===== src/rtl/sbox_scheduler.sv =====
// ASCON substitution layer: NUM_SBOX 5-bit sboxes time-shared over the 64 state columns.
// Define SBOX_SCHEDULER_ABORT_EN to add the i_abort port.
module sbox_scheduler_sbox (
    input  logic [4:0] i_x,
    output logic [4:0] o_y
);
    // i_x[4] is x0 ... i_x[0] is x4; bitsliced ASCON sbox
    logic w_a0, w_a1, w_a2, w_a3, w_a4;
    logic w_b0, w_b1, w_b2, w_b3, w_b4;

    assign w_a0 = i_x[4] ^ i_x[0];
    assign w_a1 = i_x[3];
    assign w_a2 = i_x[2] ^ i_x[3];
    assign w_a3 = i_x[1];
    assign w_a4 = i_x[0] ^ i_x[1];

    assign w_b0 = w_a0 ^ (~w_a1 & w_a2);
    assign w_b1 = w_a1 ^ (~w_a2 & w_a3);
    assign w_b2 = w_a2 ^ (~w_a3 & w_a4);
    assign w_b3 = w_a3 ^ (~w_a4 & w_a0);
    assign w_b4 = w_a4 ^ (~w_a0 & w_a1);

    assign o_y[4] = w_b0 ^ w_b4;
    assign o_y[3] = w_b1 ^ w_b0;
    assign o_y[2] = ~w_b2;
    assign o_y[1] = w_b3 ^ w_b2;
    assign o_y[0] = w_b4;
endmodule

module sbox_scheduler #(
    parameter int NUM_SBOX = 4
) (
    input  logic             clock,
    input  logic             reset_n,
    input  logic             i_valid,
    output logic             o_ready,
    input  logic [4:0][63:0] i_state,
    output logic             o_valid,
    input  logic             i_ready,
    output logic [4:0][63:0] o_state,
`ifdef SBOX_SCHEDULER_ABORT_EN
    input  logic             i_abort,
`endif
    output logic             o_busy
);
    localparam int STEPS = 64 / NUM_SBOX;
    localparam int CW    = (STEPS > 1) ? $clog2(STEPS) : 1;

    localparam logic [1:0] IDLE = 2'd0;
    localparam logic [1:0] RUN  = 2'd1;
    localparam logic [1:0] DONE = 2'd2;

    logic [1:0]       r_fsm;
    logic [CW-1:0]    r_cnt;
    logic [4:0][63:0] r_state;
    logic [4:0][63:0] w_next;
    logic [4:0]       w_sin  [NUM_SBOX];
    logic [4:0]       w_sout [NUM_SBOX];
    logic             w_last;
    logic             w_abort;

`ifdef SBOX_SCHEDULER_ABORT_EN
    assign w_abort = i_abort;
`else
    assign w_abort = 1'b0;
`endif

    function automatic logic [5:0] col(input logic [CW-1:0] c, input int g);
        return 6'(int'(c) * NUM_SBOX + g);
    endfunction

    assign w_last = (r_cnt == CW'(STEPS - 1));

    always_comb begin
        for (int g = 0; g < NUM_SBOX; g++) begin
            w_sin[g] = {r_state[0][col(r_cnt, g)], r_state[1][col(r_cnt, g)],
                        r_state[2][col(r_cnt, g)], r_state[3][col(r_cnt, g)],
                        r_state[4][col(r_cnt, g)]};
        end
    end

    // substituted columns go back to the bit positions they came from
    always_comb begin
        w_next = r_state;
        for (int g = 0; g < NUM_SBOX; g++) begin
            for (int k = 0; k < 5; k++) begin
                w_next[k][col(r_cnt, g)] = w_sout[g][4-k];
            end
        end
    end

    for (genvar g = 0; g < NUM_SBOX; g++) begin : g_sbox
        sbox_scheduler_sbox u_sbox (
            .i_x (w_sin[g]),
            .o_y (w_sout[g])
        );
    end

    always_ff @(posedge clock) begin
        if (!reset_n) begin
            r_fsm   <= IDLE;
            r_cnt   <= '0;
            r_state <= '0;
        end else begin
            unique case (r_fsm)
                IDLE: begin
                    if (i_valid) begin
                        r_state <= i_state;
                        r_cnt   <= '0;
                        r_fsm   <= RUN;
                    end
                end
                RUN: begin
                    if (w_abort) begin
                        r_cnt <= '0;
                        r_fsm <= IDLE;
                    end else begin
                        r_state <= w_next;
                        if (w_last) begin
                            r_cnt <= '0;
                            r_fsm <= DONE;
                        end else begin
                            r_cnt <= r_cnt + CW'(1);
                        end
                    end
                end
                DONE: begin
                    if (w_abort || i_ready) begin
                        r_cnt <= '0;
                        r_fsm <= IDLE;
                    end
                end
                default: begin
                    r_cnt <= '0;
                    r_fsm <= IDLE;
                end
            endcase
        end
    end

    assign o_ready = reset_n && (r_fsm == IDLE);
    assign o_valid = (r_fsm == DONE);
    assign o_busy  = (r_fsm == RUN);
    assign o_state = r_state;
endmodule


===== config.mk =====
export PLATFORM = sky130hd
export DESIGN_NAME = sbox_scheduler
export DESIGN_NICKNAME = d
export VERILOG_FILES = /design/src/rtl/sbox_scheduler.sv
export SDC_FILE = /design/constraint.sdc
export NUM_CORES = 1
export LEC_CHECK = 0
export CELL_PAD_IN_SITES_DETAIL_PLACEMENT = 1
export CELL_PAD_IN_SITES_GLOBAL_PLACEMENT = 1
export CORE_MARGIN = 5
export CORE_UTILIZATION = 29
export DETAILED_ROUTE_END_ITERATION = 6
export PLACE_DENSITY = 0.82
export SETUP_SLACK_MARGIN = 0.4
export SLEW_MARGIN = 20
export SYNTH_ARGS = -nofsm -noshare
export SYNTH_HDL_FRONTEND = slang
export SYNTH_SLANG_ARGS = --single-unit
export TNS_END_PERCENT = 1

===== constraint.sdc =====
create_clock -name clock -period 3.7 [get_ports clock]
set_input_delay 0.74 -clock clock [delete_from_list [all_inputs] [get_ports clock]]
set_output_delay 0.74 -clock clock [all_outputs]
set_load 0.01 [all_outputs]

==> results.json <==
{
  "grt_max_degree": 238,
  "root_buffer": "clkbuf_16",
  "min_path_type": "reg2reg",
  "gp_congestion": 0.964,
  "tightest_slew_ns": 1.17,
  "drc": 0,
  "synthCells": 1829,
  "status": "completed",
  "postRouteAntennaNets": 0,
  "grt_pass1_vias": 20580,
  "synth_edf_count": 0,
  "drive_gt1_share_pct": 12.2,
  "synth_ff_type": "dfxtp_1",
  "p_leak_nw": 9.58,
  "cts_buffer_depth": 3,
  "initial_core_util_pct": 29.1,
  "max_freq_mhz": 279,
  "wl_mm": 101,
  "layout_common_cells": "645 x clkdlybuf4s50_1, 324 x dfxtp_1, 256 x a21oi_1",
  "holdWs_ns": 0.554,
  "area_growth_pct": 53.4,
  "antenna_found_initial": 13,
  "fin_crit_sh_pct": 96.7,
  "crit_slowest_cell": "mux4_2",
  "ir_worst_vdd_v": 0.000336,
  "dieArea_sq_um": 62500,
  "yosysTopAreaCellShare_pct": 39.1,
  "filler_cell_count": 6407,
  "multi_input_area_sq_um": 9390,
  "ys.warnings.count": 0,
  "track_usage_pct": 30.3,
  "post-place-ws_ns": 0.0205,
  "post_drt_wl_per_cell_microns": 31.5,
  "synth_top_area_cell": "dfxtp_1",
  "hp-start": "o_state[151]$_SDFFE_PN0P_",
  "cpMostUsedCell": "mux4_2",
  "synth_nets": 2165,
  "seq_area_frac_synth_pct": 39.1,
  "cts.sinks": 326,
  "slew_headroom_pct": 21.7,
  "cp-end-kind": "register",
  "setup_viol": 0,
  "worstPathRequired_ns": 4.10,
  "seqCellArea_sq_um": 6530,
  "setup.worst_path.start": "r_cnt[1]$_SDFFE_PN0P_",
  "cts_max_level": 2,
  "dieWidth_microns": 250,
  "grt_pass1_wl_mm": 144,
  "finalNetCount": 2746,
  "async_flop_share_pct": 0,
  "setup_tns_ns": 0,
  "path_cells": "buf_4, mux4_2, mux4_2, ha_4, nand2b_1, o32a_1, o211a_1, a32oi_2, buf_6, o22ai_1",
  "slew_violations": 0,
  "path_class": "reg2reg",
  "powerDensity_nw_per_um2": 508,
  "worst-path-buf-inv": 2,
  "rr_startpoint": "r_cnt[1]$_SDFFE_PN0P_",
  "cap_violations": 0,
  "period_minus_slack_ns": 3.58,
  "finalClockSkew_ns": 0.0206,
  "final_common_cell": "clkdlybuf4s50_1",
  "avgSynthCellArea_sq_um": 9.14,
  "vias": 19461,
  "crit_fanout": 17,
  "ys_types": 55,
  "syn_area_sq_um": 16700,
  "overflow": 0,
  "dpl.hpwl_mm": 75.3,
  "port_buffers": 646,
  "crit_family": "multiplexers",
  "setup_slack_ns": 0.121,
  "hold_viol_final": 0,
  "synth_area_leaders": "dfxtp_1 39%, o22ai_1 9.2%, mux4_2 9.2%, a21oi_1 7.7%, and3_1 6.7%",
  "path_clk_slew_ns": 0.06,
  "ys_ff_latch": 326,
  "rsz0062_at_grt": "true",
  "slowest_delay_ns": 0.59,
  "io_pins": 647,
  "core-area_sq_um": 57400,
  "drt_iter0_markers": 1768,
  "cts_tree": "done",
  "worstPathArrival_ns": 3.98,
  "dr.pass1.iters": 5,
  "clk_latency_ns": 0.57,
  "start_kind": "register",
  "fp.dieH_microns": 250,
  "rows": 88,
  "numCtsBuffers": 39,
  "via_per_inst": 6.07
}
kinds of logic (layout without fill, tap and decap cells):
group	count (synthesis)	count (layout)	synth area share, %
xor+xnor	28	28	2.32
other cells	0	9	0
mux	106	106	11.5
flops	326	326	39.1
compound gates	734	734	27.7
simple gates	409	409	12.8
buf+inv	214	819	5.74
fa+ha+maj	12	12	0.899
power breakdown:
group	internal [mW]	switching, mW	leakage, nW	total, mW
Clock	2.27	1.62	0.622	3.89
Combinational	2.11	2.95	6.27	5.06
Sequential	3.77	0.306	2.68	4.08
stage by stage:
| step | utilization (%) | instance area [sq um] | instances | total power, mW |
|---|---|---|---|---|
| floorplan | - | 16800 | 1829 | 6.42 |
| global route | 44.7 | 25600 | 3206 | 13.4 |
| finish | 44.7 | 25600 | 3208 | 13.0 |
| detailed placement | 42.2 | 24200 | 3130 | 9.00 |
| global placement | 42.2 | 24200 | 3130 | 8.87 |
| CTS | 44.5 | 25500 | 3198 | 12.9 |
worst paths after layout:
check                               to  cells after the start  slack, ns
min          o_state[151]$_SDFFE_PN0P_                      2       0.55
max           o_state[76]$_SDFFE_PN0P_                     10       0.12
max reg2reg   o_state[76]$_SDFFE_PN0P_                     10       0.12
min reg2reg  o_state[151]$_SDFFE_PN0P_                      2       0.55
cell usage after synthesis, types with 33 or more instances:
| master | count |
|---|---|
| mux2i_1 | 33 |
| nor2_1 | 110 |
| clkbuf_1 | 156 |
| dfxtp_1 | 326 |
| o22ai_1 | 247 |
| nand2_1 | 53 |
| mux4_2 | 68 |
| a21oi_1 | 256 |
| o21ai_0 | 47 |
| and3_1 | 179 |
| a22oi_1 | 118 |
registers in the layout, summed over array words and instances (netlist names):
| name | cells |
|---|---|
| r_fsm | 2 |
| r_cnt | 4 |
| o_state | 320 |
worst min-delay path, cell delays in order, from the launching register on:
cell and delay [ns]:
dfxtp_1 0.35, nor2_1 0.11, a211oi_1 0.05
routing by layer:
metal / vias to the layer above / track usage, % / part of all wire, % / wire [microns]
li1: 8211 / - / - / -
met2: 1185 / 50.9 / 48 / 48300
met3: 266 / 6.60 / 8.4 / 8530
met5: - / 0 / 0.056 / 57
met4: 10 / 13.0 / 4.5 / 4580
met1: 9789 / 37.7 / 39 / 39500
cell type report:
type | instances | area share, %
diodes | 9 | 0.0879
flip-flops and latches | 326 | 25.5
multi-input cells | 1289 | 36.6
clock inverters | 12 | 0.483
well taps | 765 | 3.73
repair buffers | 742 | 29.0
clock buffers | 53 | 4.41
inverters | 12 | 0.205
repair_timing:
action,in CTS,in global routing
cloned,0,0
endpoints found under the setup margin,184,204
pin swaps,0,1
gates resized for setup,4,8
hold buffers,0,0
hold endpoints to repair,0,0
buffers inserted,3,0
Note: power is estimated with default switching activity, not from simulation.
